<file path="src/rtl/stage_sequencer.sv">
// stage_sequencer: single-clock phase sequencer for the nonpipelined LEGv8 datapath.
// Each instruction is split into NUM_PHASES phases. Phase i drives a one-hot clock enable to
// stage i on the common clk. The block supports stall, graceful halt at an instruction
// boundary and an optional instruction budget. It also keeps saturating instruction and
// cycle counters.
//
// Ports:
//   clk          system clock, rising edge
//   reset        asynchronous active-high reset; clears all state
//   start        begin/resume sequencing from IDLE or HALTED (level)
//   stall        freeze phase advance for the current cycle
//   halt_req     request stop at the next instruction boundary
//   phase_en     one-hot stage enable, zero when not advancing
//   instr_done   high during the last (non-stalled) phase of an instruction
//   instr_count  completed instructions, saturating
//   cycle_count  cycles spent in RUN/HALTING, saturating
//   running      state is RUN or HALTING
//   halted       state is HALTED
module stage_sequencer #(
  parameter int unsigned NUM_PHASES = 5,
  parameter int unsigned CNT_WIDTH  = 32,
  parameter int unsigned MAX_INSTR  = 0
) (
  input  logic                  clk,
  input  logic                  reset,
  input  logic                  start,
  input  logic                  stall,
  input  logic                  halt_req,
  output logic [NUM_PHASES-1:0] phase_en,
  output logic                  instr_done,
  output logic [CNT_WIDTH-1:0]  instr_count,
  output logic [CNT_WIDTH-1:0]  cycle_count,
  output logic                  running,
  output logic                  halted
);

  localparam int unsigned    IdxW    = (NUM_PHASES > 1) ? $clog2(NUM_PHASES) : 1;
  localparam logic [IdxW-1:0] LastIdx = IdxW'(NUM_PHASES - 1);
  // Wide enough to compare the counter against the 32-bit budget without truncating either.
  localparam int unsigned    CmpW    = CNT_WIDTH + 32;

  typedef enum logic [1:0] {
    StIdle,
    StRun,
    StHalting,
    StHalted
  } state_e;

  state_e               state_q, state_d;
  logic [IdxW-1:0]      idx_q, idx_d;
  logic [CNT_WIDTH-1:0] instr_cnt_q, instr_cnt_d;
  logic [CNT_WIDTH-1:0] cycle_cnt_q, cycle_cnt_d;

  logic advance;
  logic complete;
  logic budget_hit;

  function automatic logic [CNT_WIDTH-1:0] sat_inc(input logic [CNT_WIDTH-1:0] v);
    return (&v) ? v : v + 1'b1;
  endfunction

  assign running    = (state_q == StRun) || (state_q == StHalting);
  assign halted     = (state_q == StHalted);
  assign advance    = running && !stall;
  assign complete   = advance && (idx_q == LastIdx);
  assign phase_en   = advance ? (NUM_PHASES'(1) << idx_q) : '0;
  assign instr_done = phase_en[NUM_PHASES-1];

  assign instr_count = instr_cnt_q;
  assign cycle_count = cycle_cnt_q;

  always_comb begin
    state_d     = state_q;
    idx_d       = idx_q;
    instr_cnt_d = instr_cnt_q;
    cycle_cnt_d = cycle_cnt_q;
    budget_hit  = 1'b0;

    if (running) begin
      cycle_cnt_d = sat_inc(cycle_cnt_q);
    end
    if (advance) begin
      idx_d = complete ? '0 : idx_q + 1'b1;
    end
    if (complete) begin
      instr_cnt_d = sat_inc(instr_cnt_q);
    end

    // Budget is checked against the post-increment count so a resume from HALTED after the
    // budget is exhausted runs exactly one more instruction.
    if ((MAX_INSTR != 0) && complete && (CmpW'(instr_cnt_d) >= CmpW'(MAX_INSTR))) begin
      budget_hit = 1'b1;
    end

    unique case (state_q)
      StIdle: begin
        if (start) begin
          state_d = StRun;
          idx_d   = '0;
        end
      end
      StRun: begin
        if (halt_req) begin
          state_d = complete ? StHalted : StHalting;
        end
      end
      StHalting: begin
        if (complete) begin
          state_d = StHalted;
        end
      end
      StHalted: begin
        if (start) begin
          state_d = StRun;
          idx_d   = '0;
        end
      end
      default: begin
        state_d = StIdle;
        idx_d   = '0;
      end
    endcase

    // idx_d is already zero here because the budget only fires on a completing edge.
    if (budget_hit) begin
      state_d = StHalted;
    end
  end

  always_ff @(posedge clk or posedge reset) begin
    if (reset) begin
      state_q     <= StIdle;
      idx_q       <= '0;
      instr_cnt_q <= '0;
      cycle_cnt_q <= '0;
    end else begin
      state_q     <= state_d;
      idx_q       <= idx_d;
      instr_cnt_q <= instr_cnt_d;
      cycle_cnt_q <= cycle_cnt_d;
    end
  end

endmodule

</file>
<file path="config.mk">
export PLATFORM = sky130hd
export DESIGN_NAME = stage_sequencer
export DESIGN_NICKNAME = d
export VERILOG_FILES = /design/src/rtl/stage_sequencer.sv
export SDC_FILE = /design/constraint.sdc
export NUM_CORES = 1
export LEC_CHECK = 0
export CORE_MARGIN = 2
export CORE_UTILIZATION = 46
export DETAILED_ROUTE_END_ITERATION = 7
export PLACE_DENSITY = 0.77
export SYNTH_ARGS = -nofsm -noshare
export SYNTH_HDL_FRONTEND = slang
export SYNTH_SLANG_ARGS = --single-unit
export TNS_END_PERCENT = 5
</file>
<file path="constraint.sdc">
create_clock -name clk -period 2 [get_ports clk]
set_clock_uncertainty 0.1 [all_clocks]
set_input_delay 0.3 -clock clk [delete_from_list [all_inputs] [get_ports clk]]
set_output_delay 0.3 -clock clk [all_outputs]
set_load 0.05 [all_outputs]
</file>
# Word level (Yosys, flattened, before mapping)

Index checks and enable logic that the tools add are counted.
W data, S select, Z words.

Add/sub/neg operators: 3
Multiply operators: 0
Divide/modulo/power cells: 0
$lt $le $gt $ge: 0
Equality and inequality tests: 7
Shifts and indexed selects: 1
Muxes and demuxes: 10
Bitwise operators: 2
Reductions and logical operators: 11

Operator list:

| cell                    | count |
|---|---|
| $add A32 B1 Y32 const B | 2 |
| $reduce_and A32 Y1      | 2 |
| $mux W3                 | 4 |
| $mux W2                 | 3 |
| $pmux W2 S3             | 1 |
| $mux W5                 | 1 |
| $shl A1 B3 Y5 const A   | 1 |
| $eq A2 B2 Y1 const B    | 2 |
| $ne A2 B2 Y1 const B    | 2 |
| $reduce_and A2 Y1       | 2 |
| $add A3 B1 Y3 const B   | 1 |
| $eq A3 B3 Y1 const B    | 1 |
| $reduce_and A3 Y1       | 1 |
| $eq A2 B1 Y1 const B    | 1 |
| $logic_and A1 B1 Y1     | 2 |
| $logic_not A2 Y1        | 1 |
| $ne A2 B1 Y1 const B    | 1 |
| $not A1 Y1              | 2 |
| $reduce_or A2 Y1        | 1 |
| $logic_not A1 Y1        | 1 |
| $logic_or A1 B1 Y1      | 1 |
| $mux W1                 | 1 |

Flip-flop bits (word level): 69
Latch bits: 0
Bits in writable memories: 0
ROM bits: 0
Memories kept: 0

# Depth between registers and ports, before layout

Depth after elaboration: 8
Mapped depth: 8
Depth with buffers taken out: 8

# Worst setup path before layout

No wires, ideal clock.

Path kind: register to output
Start point: register state_q[0]
End point: output phase_en[3]
Arrival: 2.121 ns
Slack: -0.521 ns
Stages on the path, launching flop included: 5
Path buffers: 1
Path through: dfrtp_1 inv_1 ha_1 clkbuf_1 nor3b_1

Longest elaborated chain between the ends: 4
Elaborated cells between the ends (all ways): 5

Ends and longest elaborated chain:

| element                                      | line | source |
|---|---|---|
| start, declared                              | 49   | `state_e state_q, state_d;` |
| start signal, assigned                       | 132  | `state_q <= StIdle;` |
| start signal, assigned                       | 137  | `state_q <= state_d;` |
| $eq A2 B1 Y1 or $eq A2 B2 Y1 (tied branches) | 62   | `assign running = (state_q == StRun) \|\| (state_q == StHalting);` |
| $logic_or A1 B1 Y1 *                         | 62   |  |
| $logic_and A1 B1 Y1 *                        | 64   | `assign advance = running && !stall;` |
| $mux W5 *                                    | 66   | `assign phase_en = advance ? (NUM_PHASES'(1) << idx_q) : '0;` |
| end, declared                                | 29   | `output logic [NUM_PHASES-1:0] phase_en,` |

Every way passes the cells marked *; elsewhere a longest branch is shown, timed or not.

# Worst setup path in the final report

Start point: register state_q[0]
End point: register instr_cnt_q[18] (netlist: instr_count[18])

Longest elaborated chain between the ends: 5
Elaborated cells between the ends (all ways): 6

Ends and longest elaborated chain:

| element                                      | line | source |
|---|---|---|
| $eq A2 B1 Y1 or $eq A2 B2 Y1 (tied branches) | 62   |  |
| $logic_or A1 B1 Y1 *                         | 62   |  |
| $logic_and A1 B1 Y1 *                        | 64   |  |
| $logic_and A1 B1 Y1 *                        | 65   | `assign complete = advance && (idx_q == LastIdx);` |
| $reduce_and A2 Y1 (no line) *                | --   |  |
| end signal, assigned                         | 139  | `instr_cnt_q <= instr_cnt_d;` |
| end, declared                                | 51   | `logic [CNT_WIDTH-1:0] instr_cnt_q, instr_cnt_d;` |

Marks and branches as above.
A chain may end at the register's enable or synchronous reset.

==> reports/qor.log <==
[sta] final worst slack -0.0728 ns
[clocking] deepest clock path buffer count 2
[clocking] hold buffer count at CTS 0
[sta] actual transition at the worst max-transition pin 0.510 ns
[logic_synthesis] flop and latch count out of synthesis 69
[clocking] Num CTS Buffers 9
[critical_path] Top delay family on crit path simple AND/OR/NAND/NOR gates
[logic_synthesis] biggest area consumer among synthesized cells sky130_fd_sc_hd__dfrtp_1
[critical_path] r2r endpoint instr_count[18]
[outcome] violations in the final reports setup timing
[power_and_ir_drop] Power Total 4.83 mW
[critical_path] number of buffer and inverter stages on the critical path 2
[die] width of the die 92.8 um
[clocking] total clock sinks 69
[sta] number of max-slew violations in the final report 0
[die] placeable core area 7690 um2
[sta] unrepaired setup endpoints after global routing true
[cells_and_area] area growth from synthesis to layout 46.1%
[critical_path] crit path launch state_q[0]
[power_and_ir_drop] total power divided by cell area 912 nW/um2
[routing] post-route ant nets 0
[grt] global route overflow 0
[logic_synthesis] Mapped Area 3630 um2
[critical_path] worst reg2reg setup slack -0.07 ns
[sta] maximum clock frequency 482 MHz
[placed_design] Cell Count Post-Placement 572
[clocking] H-tree levels 3
[power_and_ir_drop] leakage power 2.74 nW
[grt] maximum number of pins on one net before global-route repair 36
[sta] Fin Setup TNS -0.594 ns
[critical_path] CP Max Fanout 8
[die] number of primary I/O pins 77
[critical_path] origin of the critical flop-to-flop path state_q[0]
[critical_path] capture point of the worst path instr_count[18]
[logic_synthesis] post-synthesis cell count 343
[clocking] clock input transition at the sequential cells of the worst setup and hold paths 0.07 ns
[placed_design] setup slack after placement -0.166 ns
[die] initial core utilization 47.2%
[critical_path] Most common cell on crit path sky130_fd_sc_hd__nand4_1
[logic_synthesis] area share of the leading cell type in the synthesized netlist 47.6%
[cells_and_area] non-filler instance count after layout 589
[logic_synthesis] top post-synthesis cells by area sky130_fd_sc_hd__dfrtp_1 48%, sky130_fd_sc_hd__xnor2_1 7.2%, sky130_fd_sc_hd__xor2_1 6.0%
[logic_synthesis] count leader, synth sky130_fd_sc_hd__dfrtp_1
[routing] Metal-1 WL 3.83 mm
[cells_and_area] Antenna Diode Count 0
[grt] number of global-route vias before repair 3156
[critical_path] logic depth of the worst path, buffers included 8
[critical_path] required time of the critical path 2.14 ns
[sta] Slew HR 66.0%
[routing] length of the first detailed-routing pass in iterations 4
[outcome] status finished with violations
[critical_path] Crit Path Category register to register
[cells_and_area] share of layout cells above drive strength 1 35.3%
[die] vertical die dimension 92.8 um
[routing] DR WL met3 356 um
[clocking] Clock Tree Root sky130_fd_sc_hd__clkbuf_8
[sta] final setup violating endpoints 15
[routing] average routed wire per standard cell 15.1 um
[routing] total routed wirelength 8.87 mm
[critical_path] Reg2Reg Depth 8
[clocking] TritonCTS clock tree yes
[critical_path] type of destination of the critical path register
[job] max-capacitance violation count 0
[routing] DR DRC count 0
[sta] Hold Violations, Final 0
[placed_design] placer's final routability congestion estimate 0.860
[routing] highest signal layer in the routed design met4
[logic_synthesis] post-synthesis average cell area 10.6 um2
[clocking] source-to-sink clock delay at the later pin of the worst-skew pair 0.35 ns
[routing] met2 routed WL 4.53 mm
[logic_synthesis] most frequent cells after synthesis 69 x sky130_fd_sc_hd__dfrtp_1, 31 x sky130_fd_sc_hd__nand2_1, 30 x sky130_fd_sc_hd__xnor2_1
[logic_synthesis] share of synthesized flip-flops with an asynchronous set or reset 100%
[critical_path] arrival time at the worst endpoint 2.21 ns
[die] total die area 8610 um2
[placed_design] buffers added on ports 76
[worst_hold_path] worst min-delay path class input port to asynchronous set/reset pin
[grt] number of antenna violations at the first check in global routing 0
[routing] ratio of routed vias to standard cells 5.35
[logic_synthesis] Post-synth top flop sky130_fd_sc_hd__dfrtp_1
[logic_synthesis] synthesized netlist net count 359
[critical_path] standard cell with the maximum stage delay on the critical path sky130_fd_sc_hd__dfrtp_1
[critical_path] cell breakdown of the critical path inv_2 > ha_4 > nand4bb_4 > inv_8 > nand4_1 > a31oi_4 > nand4_1 > xnor2_1
[routing] total number of vias 3152
[critical_path] longest individual stage delay on the worst path 0.38 ns
[placed_design] Final HPWL DP 6.57 mm
[logic_synthesis] number of different library cells in the post-synthesis netlist 57
[sta] Period Utilization, post-route 104%
[sta] minimum period implied by the final worst setup slack 2.07 ns
[sta] final hold slack 0.196 ns
[cells_and_area] net count reported at finish 498
[logic_synthesis] Yosys warning total 0
[critical_path] CP Launch Type register
[die] Core Rows 32
[grt] global-route wire length before repair 14.8 mm
[logic_synthesis] number of enable-type register cells in the synthesized netlist 0
[grt] global-route total usage across every layer 21.8%
[routing] Initial DRC Count 84
[power_and_ir_drop] worst-case vdd ir drop 0.827 mV
[logic_synthesis] sequential fraction of the synthesis area 47.6%
==> cell families (layout without fill, tap and decap cells) <==
family	count (synthesis)	count (layout)	synth area share [%]
multiplexers	3	3	0.897
AND/OR/NAND/NOR	160	160	27.0
flip-flops	69	69	47.6
adder cells (fa/ha/maj)	11	11	3.79
XOR/XNOR	55	55	13.3
buffers and inverters	19	163	2.41
AO/OA/AOI/OAI	26	26	5.07
==> sequential cells by signal, indices dropped and copies added, names as in the netlist <==
name and cells:
idx_q 3, state_q 2, cycle_count 32, instr_count 32
==> cells in the final DEF, fill, tap and decap left out, types with 2 or more instances in the layout <==
master and instances:
sky130_fd_sc_hd__a21oi_1 7, sky130_fd_sc_hd__and2_1 5, sky130_fd_sc_hd__and2_4 3, sky130_fd_sc_hd__and3_1 8, sky130_fd_sc_hd__and4_1 8, sky130_fd_sc_hd__buf_12 9, sky130_fd_sc_hd__buf_4 90, sky130_fd_sc_hd__buf_6 2
sky130_fd_sc_hd__clkbuf_8 10, sky130_fd_sc_hd__clkdlybuf4s50_1 7, sky130_fd_sc_hd__clkinv_2 2, sky130_fd_sc_hd__clkinvlp_4 4, sky130_fd_sc_hd__dfrtp_1 56, sky130_fd_sc_hd__dfrtp_2 13, sky130_fd_sc_hd__dlygate4sd2_1 18, sky130_fd_sc_hd__dlymetal6s2s_1 10
sky130_fd_sc_hd__ha_1 10, sky130_fd_sc_hd__inv_1 8, sky130_fd_sc_hd__nand2_1 30, sky130_fd_sc_hd__nand3_1 20, sky130_fd_sc_hd__nand3_2 2, sky130_fd_sc_hd__nand4_1 19, sky130_fd_sc_hd__nor2_1 22, sky130_fd_sc_hd__nor3_1 9
sky130_fd_sc_hd__nor3_2 3, sky130_fd_sc_hd__nor3b_2 3, sky130_fd_sc_hd__nor4_2 3, sky130_fd_sc_hd__nor4_4 3, sky130_fd_sc_hd__o21a_1 3, sky130_fd_sc_hd__o21ai_0 5, sky130_fd_sc_hd__o22ai_1 2, sky130_fd_sc_hd__or4_4 2
sky130_fd_sc_hd__xnor2_1 30, sky130_fd_sc_hd__xor2_1 25
==> area by class of cell <==
cell class / count / area, um2
fill: 587 / 2390
timing repair buffer: 136 / 1230
multi-input combinational: 255 / 1950
tap: 102 / 128
clock buffer: 10 / 138
clock inverter: 6 / 62.6
inverter: 11 / 52.6
sequential: 69 / 1740
==> per-layer routing <==
layer  vias up  GRT usage, %
li1       1499             -
met1      1567          27.1
met2        70          37.4
met3        16          5.04
met4         0          6.99
met5         -             0
==> worst min-delay path by stage <==
stage	endpoint	slack, ns	cells past startpoint
after CTS	instr_count[6]	0.20	2
final	instr_count[6]	0.20	2
after floorplan	idx_q[1]	0.29	1
after global placement	instr_count[15]	0.37	1
after detailed placement	instr_count[15]	0.38	1
after global routing	instr_count[6]	0.23	2
==> per-stage QoR <==
| step | util, % | cell area, um2 |
|---|---|---|
| finish | 69.0 | 5300 |
| global route | 69.0 | 5300 |
| CTS | 68.1 | 5230 |
| detailed placement | 65.1 | 5000 |
| global placement | 65.1 | 5000 |
| floorplan | - | 3710 |
==> timing repair <==
action,4_1_cts,5_1_grt
pin swaps,12,5
endpoints found under the setup margin,49,58
buffers inserted,1,0
gates cloned,0,0
resized for setup,28,18
==> worst reg2reg max path, stage by stage, from the launching register on <==
cell and delay (ns):
sky130_fd_sc_hd__dfrtp_1 0.38, sky130_fd_sc_hd__inv_2 0.07, sky130_fd_sc_hd__ha_4 0.21, sky130_fd_sc_hd__nand4bb_4 0.24, sky130_fd_sc_hd__inv_8 0.08, sky130_fd_sc_hd__nand4_1 0.22
sky130_fd_sc_hd__a31oi_4 0.36, sky130_fd_sc_hd__nand4_1 0.15, sky130_fd_sc_hd__xnor2_1 0.15
==> where the power goes <==
part           switching [mW]  internal, mW
Combinational            1.16         0.869
Sequential              0.123          1.53
Clock                   0.550         0.605
No activity file was read; power rests on OpenSTA's default activity.
